## src/rtl/interval_timer_ctrl.sv

```systemverilog
// interval_timer_ctrl: config handshake and start/stop sequencing for a prescaled up-counter with tick and sticky irq
module interval_timer_ctrl #(
  parameter int WIDTH = 8,
  parameter int PW = 4
) (
  input  logic             clk,
  input  logic             rst_n,
  input  logic             cfg_valid,
  output logic             cfg_ready,
  input  logic [WIDTH-1:0] cfg_limit,
  input  logic [PW-1:0]    cfg_prescale,
  input  logic             cfg_periodic,
  input  logic             start,
  input  logic             stop,
  input  logic             irq_clr,
  output logic             cnt_en,
  output logic [WIDTH-1:0] count,
  output logic             busy,
  output logic             tick,
  output logic             irq
);
  typedef enum logic [1:0] {IDLE, ARMED, RUN, DONE} state_t;
  state_t state, state_n;
  logic [WIDTH-1:0] limit, limit_n, count_n;
  logic [PW-1:0] pre, pre_n, prescale, prescale_n;
  logic periodic, periodic_n, tick_n, irq_n, cfg_acc, terminal;
  assign cfg_ready = (state == IDLE) || (state == DONE);
  assign busy = state == RUN;
  assign cnt_en = (state == RUN) && (pre == prescale);
  assign terminal = cnt_en && (count == limit);
  assign cfg_acc = cfg_valid && cfg_ready;
  always_comb begin
    state_n = state;
    count_n = count;
    pre_n = pre;
    limit_n = limit;
    prescale_n = prescale;
    periodic_n = periodic;
    tick_n = 1'b0;
    irq_n = irq && !irq_clr;
    if (stop && state != IDLE) begin
      state_n = IDLE;
      count_n = '0;
      pre_n = '0;
    end else begin
      case (state)
        IDLE, DONE: begin
          if (state == DONE && start) begin
            state_n = RUN;
            count_n = '0;
            pre_n = '0;
          end else if (cfg_acc) begin
            state_n = ARMED;
            limit_n = cfg_limit;
            prescale_n = cfg_prescale;
            periodic_n = cfg_periodic;
            count_n = '0;
            pre_n = '0;
          end
        end
        ARMED: state_n = start ? RUN : ARMED;
        RUN: begin
          pre_n = cnt_en ? '0 : pre + PW'(1);
          if (terminal) begin
            tick_n = 1'b1;
            irq_n = 1'b1;
            count_n = periodic ? '0 : count;
            state_n = periodic ? RUN : DONE;
          end else if (cnt_en) begin
            count_n = count + WIDTH'(1);
          end
        end
        default: state_n = IDLE;
      endcase
    end
  end
  always_ff @(posedge clk or negedge rst_n) begin
    if (!rst_n) begin
      state <= IDLE;
      count <= '0;
      pre <= '0;
      limit <= '0;
      prescale <= '0;
      periodic <= 1'b0;
      tick <= 1'b0;
      irq <= 1'b0;
    end else begin
      state <= state_n;
      count <= count_n;
      pre <= pre_n;
      limit <= limit_n;
      prescale <= prescale_n;
      periodic <= periodic_n;
      tick <= tick_n;
      irq <= irq_n;
    end
  end
endmodule
```

## config.mk

```make
export PLATFORM = sky130hd
export DESIGN_NAME = interval_timer_ctrl
export DESIGN_NICKNAME = d
export VERILOG_FILES = /design/src/rtl/interval_timer_ctrl.sv
export SDC_FILE = /design/constraint.sdc
export NUM_CORES = 1
export LEC_CHECK = 0
export CAP_MARGIN = 0
export CORE_ASPECT_RATIO = 0.7
export CORE_UTILIZATION = 30
export CTS_CLUSTER_DIAMETER = 30
export DETAILED_ROUTE_END_ITERATION = 8
export GPL_ROUTABILITY_DRIVEN = 0
export PLACE_DENSITY_LB_ADDON = 0.12
export SLEW_MARGIN = 20
export SYNTH_ARGS = -nofsm -noshare
export SYNTH_HDL_FRONTEND = slang
export SYNTH_SLANG_ARGS = --single-unit
export TNS_END_PERCENT = 100
```

## constraint.sdc

```tcl
create_clock -name clk -period 2 [get_ports clk]
set_clock_uncertainty 0.15 [all_clocks]
set_input_delay 0.4 -clock clk [delete_from_list [all_inputs] [get_ports clk]]
set_output_delay 0.4 -clock clk [all_outputs]
set_load 0.005 [all_outputs]
```

# ---- Yosys cells after proc, flatten, opt, wreduce, memory -nomap -nowiden
# Cells that the tools add are included.
dict set report totals {
  register_bits 29
  inputBits 19
  output_inout_bits 13
  wordCells 62
}
dict set report classes {
  add_sub_neg 2
  eq_ne 9
  n_mux 25
  bitwise 2
  reduce_logical 16
}
# op n
set op_table {}
lappend op_table {{two-way mux 8 bit} 6}
lappend op_table {{two-way mux 4 bit} 4}
lappend op_table {{one-hot mux 8 bit (2 select lines)} 1}
lappend op_table {{two-way mux 2 bit} 5}
lappend op_table {{adder 8 x 1 -> 8 bit (second input constant)} 1}
lappend op_table {{== test 8 bit} 1}
lappend op_table {{one-hot mux 4 bit (2 select lines)} 1}
lappend op_table {{AND reduction 4 bit} 2}
lappend op_table {{two-way mux 1 bit} 7}
lappend op_table {{logical AND 1 bit} 6}
lappend op_table {{one-hot mux 2 bit (3 select lines)} 1}
lappend op_table {{adder 4 x 1 -> 4 bit (second input constant)} 1}
lappend op_table {{== test 2 bit (second input constant)} 2}
lappend op_table {{== test 4 bit} 1}
lappend op_table {{!= test 4 x 2 -> 1 bit (second input constant)} 1}
lappend op_table {{!= test 4 x 3 -> 1 bit (second input constant)} 1}
lappend op_table {{!= test 4 bit (second input constant)} 1}
lappend op_table {{AND reduction 2 bit} 2}
lappend op_table {{!= test 3 x 1 -> 1 bit (second input constant)} 1}
lappend op_table {{nonzero test 3 bit} 1}
lappend op_table {{== test 2 x 1 -> 1 bit (second input constant)} 1}
lappend op_table {{logical NOT 2 bit} 1}
lappend op_table {{NOT 1 bit} 2}
lappend op_table {{nonzero test 2 bit} 1}
lappend op_table {{3 further kinds} 3}

# ---- Longest topological paths before layout
# Gate-level depths: netlist (run 1).
dict set report depth {
  word_depth 7
  ltp_mapped 8
  ltp_nobuf 7
}

# ---- Worst setup path after synthesis (run 1)
# No wires, ideal clock.
dict set report synth_timing {
  path_kind {register to register}
  from {register state[0]}
  to {register count[3]}
  setup_ns 0.126
  arrival_time_ns 1.884
  required_ns 1.724
  slack_ns -0.160
  stages_incl_launch_ff 7
  path_buffers 0
  path_cell_list {dfrtp_1 > inv_1 > ha_1 > and4bb_1 > a31oi_1 > o311ai_4 > a221o_1}
}
dict set report synth_via {
  elab_chain_cells 6
  word_cells_on_any_way 20
  classes_between {5 x eq/ne; 4 x mux; 11 x reduce/logical}
}
# element line
set synth_lines {}
lappend synth_lines {{from (decl)} 23} ;# state_t state, state_n;
lappend synth_lines {{from (signal assigned)} 88} ;# state <= state_n;
lappend synth_lines {{== test 2 bit} {29, 46}}
lappend synth_lines {{logical AND 1 bit} 29} ;# assign cnt_en = (state == RUN) && (pre == prescale);
lappend synth_lines {{logical AND 1 bit} 30} ;# assign terminal = cnt_en && (count == limit);
lappend synth_lines {{two-way mux 8 bit} 64} ;# if (terminal) begin
lappend synth_lines {{one-hot mux 8 bit (2 select lines)} 46} ;# case (state)
lappend synth_lines {{two-way mux 8 bit} 41} ;# if (stop && state != IDLE) begin
lappend synth_lines {{to (signal assigned)} 89} ;# count <= count_n;
lappend synth_lines {{to (decl)} 17} ;# output logic [WIDTH-1:0] count,
# Several ways; a longest one is shown, not always the timed one.
# A chain may end at the register's enable or synchronous reset.

# ---- Worst setup path in the final report (run 1)
dict set report layout_timing {
  from {register state[0]}
  to {register count[6]}
}
# Same word-level chain as after synthesis.

==> flow_summary.ini, run 1 <==
[placed_design]
io_buffers = 31
dpl_cell_area_mm2 = 0.00231
placed_cells = 274
pre_cts_ws_ns = -0.294
place_hpwl_um = 3030

[worst_setup_path]
crit_cells = 8
r2r_slack_ns = -0.13
startpoint = state[0]
crit_type = reg2reg
regToRegStartpoint = state[0]
path_cells = inv_2, ha_4, nand2b_4, and4bb_2, a31oi_4, o311ai_4, buf_4, a221o_1
arrival_ns = 2.14
crit_slowest_cell = dfrtp_1
start_kind = register
worst_setup_path_end_kind = register
rr_endpoint = count[6]
slowest_delay_ns = 0.37
cp_num_buf_inv = 2
endpoint = count[6]
path_delay_family = compound AO/OA/AOI/OAI gates
crit_fanout = 6
worstPathRequired_ns = 2.01
r2r_cells = 8

[route]
postRouteAntennaNets = 0
drc = 0
dr_wl_met2_um = 2170
initialDrtViolationCount = 93
dr_total_vias = 1407
met1_length_um = 2160
top_layer = met4
met3WireLength_um = 183
post_drt_via_cell_ratio = 4.74
wl_per_cell_um = 15.3
firstDrtPassIters = 4
drt-total-wl_um = 4540

[floorplan]
rows = 21
chipHeight_um = 63.2
core_area_mm2 = 0.00497
die_area_mm2 = 0.00565
fp.dieW_um = 89.4
io_pins = 32
start_util_pct = 32.3

[synthesis]
syn_area_per_cell_um2 = 11.5
ys.flop_type = dfrtp_1
synth-async-reset-ratio_pct = 100
synth_seq_cells = 29
syn-cell-area_mm2 = 0.00161
synth_area_leaders = dfrtp_1, mux2_2, xor2_1
yosysMostFrequentCell = dfrtp_1
netlist.area_leader.share_pct = 45.2
synth_common_cells = dfrtp_1, mux2_2, xor2_1
synth_edf_count = 0
yosysSeqAreaShare_pct = 45.2
yosys.area.top_type = dfrtp_1
ys_types = 37
synthCells = 139
ys_warn_count = 0
synth_nets = 164

[cells_and_area]
drive_above_1_share_pct = 47.4
num_antenna_cells = 0
nets = 252
postLayoutCellArea_mm2 = 0.00271
syn2layout_area_growth_pct = 68.6
stdcell_count = 297

[global_routing]
grt_pass1_vias = 1415
antenna_found_initial = 0
grt_max_degree = 30
grt_pass1_wl_um = 7010
track_usage_pct = 16.8
grt-ovfl-total = 0

[timing]
period_needed_ns = 2.13
finalHoldViolCount = 0
max_slew.worst_pin.slew_ns = 0.394
worst_slack_ns = -0.132
rsz0062_at_grt = true
setup_viol = 9
slew_headroom_pct = 73.7
fin_crit_sh_pct = 107
max_freq_mhz = 469
report.final.slew_viol_count = 0

[power_and_ir_drop]
p_sw_mw = 1.25
p_comb_share_pct = 58.9
p_leak_nw = 1.23
p_per_area_mw_per_mm2 = 1230
peakVddDrop_mv = 0.539
power_frac_seq_pct = 26.8
intPower_mw = 2.08
pwr-share-clk_pct = 14.3
power.total_mw = 3.33
switching_share_pct = 37.6

[clock_tree]
cts_hold_buf = 0
cts_buffers = 5
cts_tree = done
h-tree-depth = 2
clkLatencyLatePin_ns = 0.28
clk_path_buf_depth = 2
cts.clk_slew.worst_paths_ns = 0.07
clkSinkCount = 29
cts_root_buffer = clkbuf_8

[min_path]
holdCritPathClass = in2async

[flow_run]
max-cap-violations = 0

[status]
violations = negative setup slack
status = finished with violations
[state kept, by name, indices dropped and copies added, names as in the netlist]
| signal | flops |
|---|---|
| state | 2 |
| pre | 4 |
| irq | 1 |
| tick | 1 |
| prescale | 4 |
| limit | 8 |
| count | 8 |
| periodic | 1 |
[metrics by stage]
step | hold WS (ns) | util, % | setup TNS, ns
final | 0.357 | 54.5 | -0.752
after global routing | 0.389 | 54.5 | -1.54
after CTS | 0.378 | 51.7 | -0.562
after detailed placement | 0.369 | 46.5 | -4.09
after global placement | 0.361 | 46.5 | -3.51
after floorplan | -0.0456 | - | -0.0303
[final cells by class]
cell class                 instances  area (um2)
clock buffer                       5        68.8
fill                             406        2260
clock inverter                     3        17.5
tap                               69        86.3
timing repair buffer              83         738
sequential                        29         726
inverter                           7        26.3
multi-input combinational        101        1040
[metal layers]
layer,global-route usage [%],vias to the layer above
met3,3.93,2
li1,-,681
met2,25.3,34
met4,3.57,0
met1,24.3,690
met5,0,-
[worst reg2reg max path, cell delays in order (launching register included)]
cell,delay (ns)
dfrtp_1,0.37
inv_2,0.07
ha_4,0.15
nand2b_4,0.15
and4bb_2,0.27
a31oi_4,0.19
o311ai_4,0.16
buf_4,0.17
a221o_1,0.32
[cell usage in the layout (no fill, tap or decap), drive strengths merged, types with 3 or more instances in the layout]
cell type and instances:
xor2 12, a22o 3, dfrtp 29, mux2 15, a221o 6, or2 4
and3 5, ha 6, nor4 3, o21ai 3, clkbuf 6, buf 52
nor2 9, clkdlybuf4s50 27, nand2 9, nand3 6, inv 7
[power by group through the flow]
stage	Combinational, mW	Clock [mW]	Sequential, mW
floorplan	0.863	0	0.864
global placement	1.37	0	0.891
detailed placement	1.41	0	0.898
CTS	1.65	0.493	0.887
global route	2.08	0.514	0.916
finish	1.96	0.476	0.894
[worst min path at each step]
stage	cells after the start	endpoint	startpoint	slack, ns
4_1_cts	2	irq	rst_n	0.38
2_1_floorplan	0	count[0]	rst_n	-0.05
6_report	2	irq	rst_n	0.36
3_5_place_dp	1	prescale[0]	prescale[0]	0.37
5_1_grt	2	irq	rst_n	0.39
3_3_place_gp	1	prescale[0]	prescale[0]	0.36
[timing repair]
action                     4_1_cts  5_1_grt
setup endpoints to repair       15       15
cloned                           1        0
setup buffers                    5       11
gates resized for setup         31       14
pin swaps                       14        9
[logic make-up (layout without fill, tap and decap cells)]
logic type      after synthesis  count (layout)  share of synthesized area (%)
fa+ha+maj                     6               6                           4.68
mux                          16              16                           11.1
xor+xnor                     12              12                           6.55
compound gates               22              22                           12.2
simple gates                 45              45                           18.1
buf+inv                       9              98                           2.18
flops                        29              29                           45.2
No activity file was read; power rests on OpenSTA's default activity.
==> run 2, diff against run 1 <==
Settings changed: GPL_TIMING_DRIVEN set to 0.
==> flow_summary.ini, run 2 (same netlist as run 1, synthesis figures left out) <==
[worst_setup_path]
regToRegStartpoint = state[1]
arrival_ns = 2.08
worstPathRequired_ns = 2.02
crit_cells = 8
path_cells = inv_2, ha_4, nand2b_4, and4bb_4, a31oi_4, o311ai_4, buf_6, a221o_1
endpoint = count[7]
crit_type = reg2reg
worst_setup_path_end_kind = register
start_kind = register
r2r_slack_ns = -0.07
cp_num_buf_inv = 2
path_delay_family = compound AO/OA/AOI/OAI gates
rr_endpoint = count[7]
r2r_cells = 8
crit_fanout = 7
startpoint = state[1]
crit_slowest_cell = dfrtp_1
slowest_delay_ns = 0.39

[placed_design]
place_hpwl_um = 2750
io_buffers = 31
pre_cts_ws_ns = -0.426
placed_cells = 239

[floorplan]
start_util_pct = 32.3
io_pins = 32
die_area_mm2 = 0.00565
rows = 21
chipHeight_um = 63.2
core_area_mm2 = 0.00497
fp.dieW_um = 89.4

[cells_and_area]
nets = 219
final_cell_mix = clkdlybuf4s50_1, dfrtp_1, buf_4, mux2_2, xor2_1
fill_cells = 453
syn2layout_area_growth_pct = 47.5
biggestRegsByFlops = count (8), limit (8)
utilization_pct = 47.7
layout_commonest_cell = clkdlybuf4s50_1
drive_above_1_share_pct = 39.5
stdcell_count = 264
num_antenna_cells = 0

[clock_tree]
clkSinkCount = 29
clkLatencyLatePin_ns = 0.28
cts_tree = done
cts_buffers = 5
cts_hold_buf = 0
cts.clk_slew.worst_paths_ns = 0.07
h-tree-depth = 2
cts_root_buffer = clkbuf_8
clk_path_buf_depth = 2

[route]
dr_total_vias = 1242
firstDrtPassIters = 4
drc = 0
post_drt_via_cell_ratio = 4.70
postRouteAntennaNets = 0
drt-total-wl_um = 3880
initialDrtViolationCount = 36
wl_per_cell_um = 14.7

[timing]
hold_ws_ns = -0.0106
max_slew.worst_pin.slew_ns = 0.656
finalHoldViolCount = 15
period_needed_ns = 2.07
fin_crit_sh_pct = 103
slew_headroom_pct = 56.2
setup-tns-final_ns = -0.391
setup_viol = 8
max_freq_mhz = 483
report.final.slew_viol_count = 0
worst_slack_ns = -0.0683
rsz0062_at_grt = true

[global_routing]
grt_pass1_wl_um = 6440
grt-ovfl-total = 0
antenna_found_initial = 0
grt_max_degree = 30
track_usage_pct = 15.5
grt_pass1_vias = 1281

[power_and_ir_drop]
p_leak_nw = 1.04
p_per_area_mw_per_mm2 = 1230
peakVddDrop_mv = 0.472

[status]
status = finished with violations
violations = negative hold slack, negative setup slack

[min_path]
holdCritPathClass = in2async

[flow_run]
max-cap-violations = 0
## run 2: changes by cell type in the layout (fill, tap and decap cells not counted), sizes merged
cell / previous run / this run
clkbuf: 6 / 5
dlymetal6s2s: 1 / 0
buf: 52 / 21
## run 2: worst min-delay path by stage
| stage | startpoint | endpoint | slack, ns | depth (start not counted) |
|---|---|---|---|---|
| floorplan | rst_n | count[0] | -0.05 | 0 |
| global placement | prescale[0] | prescale[0] | 0.36 | 1 |
| detailed placement | rst_n | tick | 0.33 | 1 |
| CTS | rst_n | state[1] | 0.02 | 1 |
| global route | rst_n | irq | 0.05 | 1 |
| finish | rst_n | state[1] | -0.01 | 1 |
## run 2: layer usage
layer  routed length (um)  vias to the layer above  track usage (%)
met3                  134                        7             4.33
met1                 1950                      596             21.6
met2                 1740                       26             23.0
met4                   53                        0             5.36
li1                     -                      613                -
met5                    0                        -                0
## run 2: repair_timing
item / CTS / global route
buffers inserted: 10 / 7
gates cloned: 0 / 0
resized for setup: 28 / 12
pin swaps: 14 / 2
setup endpoints to repair: 25 / 26
## run 2: worst register-to-register path, stage by stage (launching register included)
cell      delay [ns]
dfrtp_1         0.39
inv_2           0.08
ha_4            0.15
nand2b_4        0.17
and4bb_4        0.23
a31oi_4         0.18
o311ai_4        0.13
buf_6           0.15
a221o_1         0.31
## run 2: cell type report
class,count,area [um2],share of cell area [%]
sequential,29,732,30.9
tap,69,86.3,3.65
clock inverter,3,17.5,0.740
buffer,2,18.8,0.792
clock buffer,5,68.8,2.91
timing repair buffer,48,449,19.0
multi-input combinational,101,967,40.8
inverter,7,28.8,1.22
## run 2: stage by stage
stage          total power [mW]  area, um2  hold slack, ns
3_3_place_gp               1.98       2030           0.362
5_1_grt                    3.11       2370          0.0513
6_report                   2.92       2370         -0.0106
3_5_place_dp               2.05       2020           0.331
2_1_floorplan              1.73       1630         -0.0456
4_1_cts                    2.82       2270          0.0202
## run 2: where the power goes
| group | total [mW] | internal, mW | switching [mW] |
|---|---|---|---|
| Clock | 0.478 | 0.239 | 0.239 |
| Combinational | 1.53 | 0.833 | 0.701 |
| Sequential | 0.904 | 0.755 | 0.149 |
| Total | 2.92 | 1.83 | 1.09 |
